--- config.mk ---
export PLATFORM = sky130hd
export DESIGN_NAME = if_id_stage
export DESIGN_NICKNAME = d
export VERILOG_FILES = /design/src/rtl/if_id_stage_pkg.sv /design/src/rtl/if_id_stage_src_use_decode.sv /design/src/rtl/if_id_stage.sv
export SDC_FILE = /design/constraint.sdc
export NUM_CORES = 1
export LEC_CHECK = 0
export ABC_AREA = 1
export CORE_MARGIN = 3
export CORE_UTILIZATION = 35
export DETAILED_ROUTE_END_ITERATION = 7
export GPL_TIMING_DRIVEN = 0
export PLACE_DENSITY_LB_ADDON = 0.25
export SLEW_MARGIN = 20
export SYNTH_ARGS = -nofsm -noshare
export SYNTH_HDL_FRONTEND = slang
export SYNTH_SLANG_ARGS = --single-unit
--- constraint.sdc ---
create_clock -name clk_i -period 1.83 [get_ports clk_i]
set_clock_uncertainty 0.05 [all_clocks]
set_input_delay 0.183 -clock clk_i [delete_from_list [all_inputs] [get_ports clk_i]]
set_output_delay 0.183 -clock clk_i [all_outputs]
set_load 0.1 [all_outputs]
--- src/rtl/if_id_stage_pkg.sv ---
// ---------------------------------------------------------------------------
// if_id_stage_pkg
// Shared definitions for the RV32I fetch stage and its helpers:
//   - RV32I major opcode constants (inst[6:0])
//   - canonical NOP encoding (addi x0, x0, 0) used for IF/ID bubbles
//   - default reset PC
//   - saturating 32-bit increment used by the optional event counters
// ---------------------------------------------------------------------------
package if_id_stage_pkg;

  localparam logic [6:0] OP_R      = 7'b0110011;
  localparam logic [6:0] OP_IMM    = 7'b0010011;
  localparam logic [6:0] OP_LOAD   = 7'b0000011;
  localparam logic [6:0] OP_STORE  = 7'b0100011;
  localparam logic [6:0] OP_BRANCH = 7'b1100011;
  localparam logic [6:0] OP_JAL    = 7'b1101111;
  localparam logic [6:0] OP_JALR   = 7'b1100111;
  localparam logic [6:0] OP_LUI    = 7'b0110111;
  localparam logic [6:0] OP_AUIPC  = 7'b0010111;

  localparam logic [31:0] NOP_INST         = 32'h0000_0013;
  localparam logic [31:0] DEFAULT_RESET_PC = 32'h0000_0000;

  // Increment that sticks at all-ones instead of wrapping.
  function automatic logic [31:0] sat_inc32(input logic [31:0] v);
    if (v == 32'hFFFF_FFFF) begin
      return v;
    end
    return v + 32'd1;
  endfunction

endpackage

--- src/rtl/if_id_stage_src_use_decode.sv ---
// ---------------------------------------------------------------------------
// src_use_decode
// Combinational source-operand use decode for an RV32I instruction slot.
// Tells the hazard logic whether the instruction actually reads rs1 / rs2,
// so that immediate bits that happen to alias a register index do not cause
// false stalls. An invalid slot (bubble) never reads anything.
//
// Ports:
//   opcode_i     [6:0]  inst[6:0] of the slot
//   valid_i             slot holds a real instruction
//   detect_r1_o         instruction reads rs1
//   detect_r2_o         instruction reads rs2
// ---------------------------------------------------------------------------
module src_use_decode
  import if_id_stage_pkg::*;
(
  input  logic [6:0] opcode_i,
  input  logic       valid_i,
  output logic       detect_r1_o,
  output logic       detect_r2_o
);

  logic uses_r1;
  logic uses_r2;

  always_comb begin
    uses_r1 = 1'b0;
    uses_r2 = 1'b0;
    case (opcode_i)
      OP_R, OP_STORE, OP_BRANCH: begin
        uses_r1 = 1'b1;
        uses_r2 = 1'b1;
      end
      OP_IMM, OP_LOAD, OP_JALR: begin
        uses_r1 = 1'b1;
      end
      // lui, auipc, jal and unknown opcodes read no registers
      default: begin
        uses_r1 = 1'b0;
        uses_r2 = 1'b0;
      end
    endcase
  end

  assign detect_r1_o = uses_r1 & valid_i;
  assign detect_r2_o = uses_r2 & valid_i;

endmodule

--- src/rtl/if_id_stage.sv ---
// ---------------------------------------------------------------------------
// if_id_stage
// Instruction-fetch stage of a 5-stage RV32I pipeline: PC register, IROM
// word-address generation and the IF/ID pipeline register. Feeds the data
// hazard detector with rs1/rs2 and their use qualifiers, and takes back its
// suspend request plus the EXE-stage branch redirect.
//
// Per-edge priority: rst_i > branch_taken_i > suspend_i > advance.
//
// Parameters:
//   RESET_PC   PC loaded on reset
//   IROM_AW    IROM word-address width (irom_addr_o = pc[IROM_AW+1:2])
//
// Ports:
//   clk_i, rst_i          clock, synchronous active-high reset
//   suspend_i             stall request from the hazard detector
//   branch_taken_i        EXE-stage redirect
//   branch_target_i       redirect target (low two bits ignored)
//   inst_i                combinational IROM read data for irom_addr_o
//   irom_addr_o           IROM word address
//   pc_o                  current fetch PC
//   if_id_pc_o/pc4_o      PC (and PC+4) of the ID instruction
//   if_id_inst_o          ID instruction
//   if_id_valid_o         ID slot holds a real instruction
//   if_id_rs1/rs2/rd_o    register fields of the ID instruction
//   detect_r1_o/r2_o      ID instruction reads rs1 / rs2
//   id_exe_flush_o        load a bubble into ID/EX this cycle
//
// Optional build macro IF_STALL_CNT_EN adds saturating event counters:
//   stall_cnt_o           edges with suspend_i=1 and branch_taken_i=0
//   flush_cnt_o           edges with branch_taken_i=1
// ---------------------------------------------------------------------------
module if_id_stage
  import if_id_stage_pkg::*;
#(
  parameter logic [31:0] RESET_PC = DEFAULT_RESET_PC,
  parameter int          IROM_AW  = 14
) (
  input  logic               clk_i,
  input  logic               rst_i,
  input  logic               suspend_i,
  input  logic               branch_taken_i,
  input  logic [31:0]        branch_target_i,
  input  logic [31:0]        inst_i,
  output logic [IROM_AW-1:0] irom_addr_o,
  output logic [31:0]        pc_o,
  output logic [31:0]        if_id_pc_o,
  output logic [31:0]        if_id_pc4_o,
  output logic [31:0]        if_id_inst_o,
  output logic               if_id_valid_o,
  output logic [4:0]         if_id_rs1_o,
  output logic [4:0]         if_id_rs2_o,
  output logic [4:0]         if_id_rd_o,
  output logic               detect_r1_o,
  output logic               detect_r2_o,
  output logic               id_exe_flush_o
`ifdef IF_STALL_CNT_EN
  ,
  output logic [31:0]        stall_cnt_o,
  output logic [31:0]        flush_cnt_o
`endif
);

  logic [31:0] pc_q,    pc_d;
  logic [31:0] id_pc_q, id_pc_d;
  logic [31:0] id_pc4_q, id_pc4_d;
  logic [31:0] id_inst_q, id_inst_d;
  logic        id_valid_q, id_valid_d;
  logic [31:0] pc_plus4;

  // Natural 32-bit wrap: 0xFFFF_FFFC + 4 = 0.
  assign pc_plus4 = pc_q + 32'd4;

  always_comb begin
    pc_d       = pc_q;
    id_pc_d    = id_pc_q;
    id_pc4_d   = id_pc4_q;
    id_inst_d  = id_inst_q;
    id_valid_d = id_valid_q;
    if (branch_taken_i) begin
      // Redirect beats a simultaneous suspend: the stalled ID instruction
      // is on the wrong path, so it is replaced by a bubble.
      pc_d       = branch_target_i & 32'hFFFF_FFFC;
      id_pc_d    = 32'd0;
      id_pc4_d   = 32'd0;
      id_inst_d  = NOP_INST;
      id_valid_d = 1'b0;
    end else if (!suspend_i) begin
      pc_d       = pc_plus4;
      id_pc_d    = pc_q;
      id_pc4_d   = pc_plus4;
      id_inst_d  = inst_i;
      id_valid_d = 1'b1;
    end
    // suspend without redirect: everything holds so rs1/rs2 stay stable
  end

  // PC and IF/ID register
  always_ff @(posedge clk_i) begin
    if (rst_i) begin
      pc_q       <= RESET_PC;
      id_pc_q    <= 32'd0;
      id_pc4_q   <= 32'd0;
      id_inst_q  <= NOP_INST;
      id_valid_q <= 1'b0;
    end else begin
      pc_q       <= pc_d;
      id_pc_q    <= id_pc_d;
      id_pc4_q   <= id_pc4_d;
      id_inst_q  <= id_inst_d;
      id_valid_q <= id_valid_d;
    end
  end

  assign irom_addr_o   = pc_q[IROM_AW+1:2];
  assign pc_o          = pc_q;
  assign if_id_pc_o    = id_pc_q;
  assign if_id_pc4_o   = id_pc4_q;
  assign if_id_inst_o  = id_inst_q;
  assign if_id_valid_o = id_valid_q;

  // Bubbles carry NOP (addi x0,x0,0), so the register fields read as zero.
  assign if_id_rs1_o = id_inst_q[19:15];
  assign if_id_rs2_o = id_inst_q[24:20];
  assign if_id_rd_o  = id_inst_q[11:7];

  // Both a stall and a redirect send a bubble down into EXE.
  assign id_exe_flush_o = branch_taken_i | suspend_i;

  src_use_decode u_src_use_decode (
    .opcode_i    (id_inst_q[6:0]),
    .valid_i     (id_valid_q),
    .detect_r1_o (detect_r1_o),
    .detect_r2_o (detect_r2_o)
  );

`ifdef IF_STALL_CNT_EN
  logic [31:0] stall_cnt_q, stall_cnt_d;
  logic [31:0] flush_cnt_q, flush_cnt_d;

  always_comb begin
    stall_cnt_d = stall_cnt_q;
    flush_cnt_d = flush_cnt_q;
    if (branch_taken_i) begin
      flush_cnt_d = sat_inc32(flush_cnt_q);
    end else if (suspend_i) begin
      stall_cnt_d = sat_inc32(stall_cnt_q);
    end
  end

  // Event counters
  always_ff @(posedge clk_i) begin
    if (rst_i) begin
      stall_cnt_q <= 32'd0;
      flush_cnt_q <= 32'd0;
    end else begin
      stall_cnt_q <= stall_cnt_d;
      flush_cnt_q <= flush_cnt_d;
    end
  end

  assign stall_cnt_o = stall_cnt_q;
  assign flush_cnt_o = flush_cnt_q;
`endif

endmodule

==> qor.csv <==
metric,value,unit
post-synthesis cell type count,29,
Post-CTS Setup Bufs,0,
number of I/O pins,229,
peak supply drop,0.0006251,V
top cell type's share of synthesized area,0.4300,
Core ar.,15940,um^2
via/cell ratio,4.673,
Filler cells,1543,
Vias,6107,
Antenna Nets Post-Route,0,
Crit path max-delay family,buffers and inverters,
worst slew pin tran,0.9577,ns
Setup CP Type,register to primary output,
sequential share of the synthesized area,0.4300,
Antenna diodes,0,
Iter 0 DRT Violations,410,
Required @ worst endpoint,1.60,ns
Critical R2R Capture,pc_o[16],
port bufs,218,
worst-skew pair later-pin latency,0.42,ns
Worst Hold Slack,0.1557,ns
# setup viols final,0,
Max-cap violations,0,
area of the mapped netlist,5727,um^2
"flops & latches, synth",123,
"slowest stage delay, CP",0.83,ns
Die ar.,17930,um^2
H-tree depth,4,
nature of the critical path startpoint,register,
WHS Endpoint,pc_o[9],
"Slew Viols, Final",0,
# DRC,0,
final hold violations,0,
Hold Path Class,input port to register,
Critical path buffers and inverters,1,
DP Cell Count,1276,
clk buf depth,2,
first-pass GRT wire length,31.95,mm
fraction of layout cells with a size suffix above 1,0.2676,
hold buffers post-CTS,0,
slowest CP cell,clkdlybuf4s15_1,
Worst R2R Start,pc_o[3],
"critical path fanouts, max",2,
final setup TNS,0,ns
Die Ht,133.9,um
Layout Utilization,0.5606,
status,"finished, final reports clean",
synthesized area per cell,6.842,um^2
"top cells by area, synth","dfxtp_1 43%, nand2_1 14%, a21oi_1 7.1%, nor2_1 6.9%, o21ai_0 6.4%",
fin nets,1147,
Syn Inst Count,837,
fin crit share,0.9848,
CTS buffer count,17,
Rel. slew slack,0.3640,
Avg WL per Cell,15.50,um
Detailed Route WL,20.25,mm
clock net sink count,123,
hold path start,branch_taken_i,
initial antenna violation count,0,
Stages on worst setup path,1,
synthesis-to-finish area growth,56.06,%
largest net degree at the start of global routing,17,
endpoint class of the critical path,primary output,
PD cells,923.3,nW/um^2
Critical Path AT,1.57,ns
TritonRoute pass-1 iters,5,
RePlAce Congestion,0.8937,
Yosys warning count,0,
total gr overflow,0,
number of global-route vias before repair,5877,
post-DP HPWL,15.36,mm
gr usage total,0.2273,
Synth area leader,dfxtp_1,
Std-Cell Rows,46,
RSZ-0062 raised after global routing,true,
flop-to-flop setup slack,0.10,ns
CP Cell Sequence,clkdlybuf4s15_1,
Die X,133.9,um
Final min period,1.802,ns
R2R depth,7,
leakage power,3.749,nW
clk slew on worst S/H paths,0.06,ns
Finished Layout Cells,1307,
CTS tree,built,
Area after DPL,8289,um^2
Clock Tree Root,clkbuf_16,
Worst Hold Depth,4,
Initial Utilization,0.3592,
fmax,554.9,MHz
final instance area,8937,um^2
-- where the power goes --
part | internal (mW) | leakage, nW | total [mW] | switching, mW
clock | 2.09 | 0.290 | 3.38 | 1.29
sequential | 2.79 | 1.02 | 2.90 | 0.109
combinational | 0.465 | 2.44 | 1.97 | 1.51
total | 5.35 | 3.75 | 8.25 | 2.91
-- Yosys cell counts (all sizes together) --
master  number
nand2      222
dfxtp      123
nor2       117
inv         88
a21oi       82
o21ai       77
buf         52
clkbuf      26
nand3       20
xor2        13
a31oi        7
o22ai        2
xnor2        2
a22o         1
conb         1
ha           1
nand4        1
nor3         1
nor4         1
-- per-layer routing --
layer  part of all wire  global-route usage
met1               0.43              0.2921
met2               0.46              0.3675
met3              0.082             0.06489
met4              0.020             0.07771
met5                  0                   0
-- flip-flops by register name, indices dropped and copies added (netlist names) --
register	flops
if_id_inst_o	32
if_id_pc4_o	30
if_id_pc_o	30
if_id_valid_o	1
pc_o	30
-- logic make-up (layout without fill, tap and decap cells) --
family	count (synthesis)	after routing	share of synthesized area
simple gates	362	362	0.2580
buf+inv	166	415	0.1352
fa+ha+maj	1	1	0.002184
flops	123	123	0.4300
other cells	1	6	0.0006548
xor+xnor	15	15	0.02294
compound gates	169	169	0.1510
-- per-stage QoR --
stage                     setup WS, ns  total power [mW]
final                          0.02782             8.252
after floorplan                -0.2875             4.405
after detailed placement       -0.4810             4.976
after global placement         -0.4832             4.967
after CTS                     -0.01434             8.304
after global routing         -0.003752             8.521
-- how the worst max path moves through the flow --
| stage | slack, ns | to | start |
|---|---|---|---|
| after CTS | -0.01 | detect_r2_o | if_id_inst_o[3] |
| after global placement | -0.48 | id_exe_flush_o | suspend_i |
| final | 0.03 | if_id_pc_o[14] | if_id_pc_o[14] |
| after floorplan | -0.29 | detect_r2_o | if_id_valid_o |
| after detailed placement | -0.48 | id_exe_flush_o | suspend_i |
| after global routing | -0.004 | pc_o[16] | pc_o[3] |
-- area by class of cell --
| type | count | area, um^2 | area share |
|---|---|---|---|
| multi-input cells | 553 | 2552 | 0.2856 |
| repair buffers | 218 | 2225 | 0.2489 |
| flip-flops and latches | 123 | 2527 | 0.2828 |
| plain buffers | 77 | 440.4 | 0.04928 |
| clock buffers | 19 | 454.2 | 0.05082 |
| well taps | 216 | 270.3 | 0.03024 |
| clock inverters | 13 | 137.6 | 0.01540 |
| inverters | 88 | 330.3 | 0.03696 |
-- cells in the final DEF, fill, tap and decap left out, drive strengths merged, types with 7 or more instances in the layout --
cell type / count
nand2: 222
a21oi: 82
clkdlybuf4s50: 63
nor2: 117
clkdlybuf4s15: 129
o21ai: 77
clkbuf: 67
a31oi: 7
dfxtp: 123
inv: 92
nand3: 20
buf: 55
xor2: 13
-- timing repair --
action,in CTS,in global routing
gates resized for setup,449,31
pin swaps,0,2
endpoints found under the setup margin,156,38
Note: power is estimated with default switching activity, not from simulation.
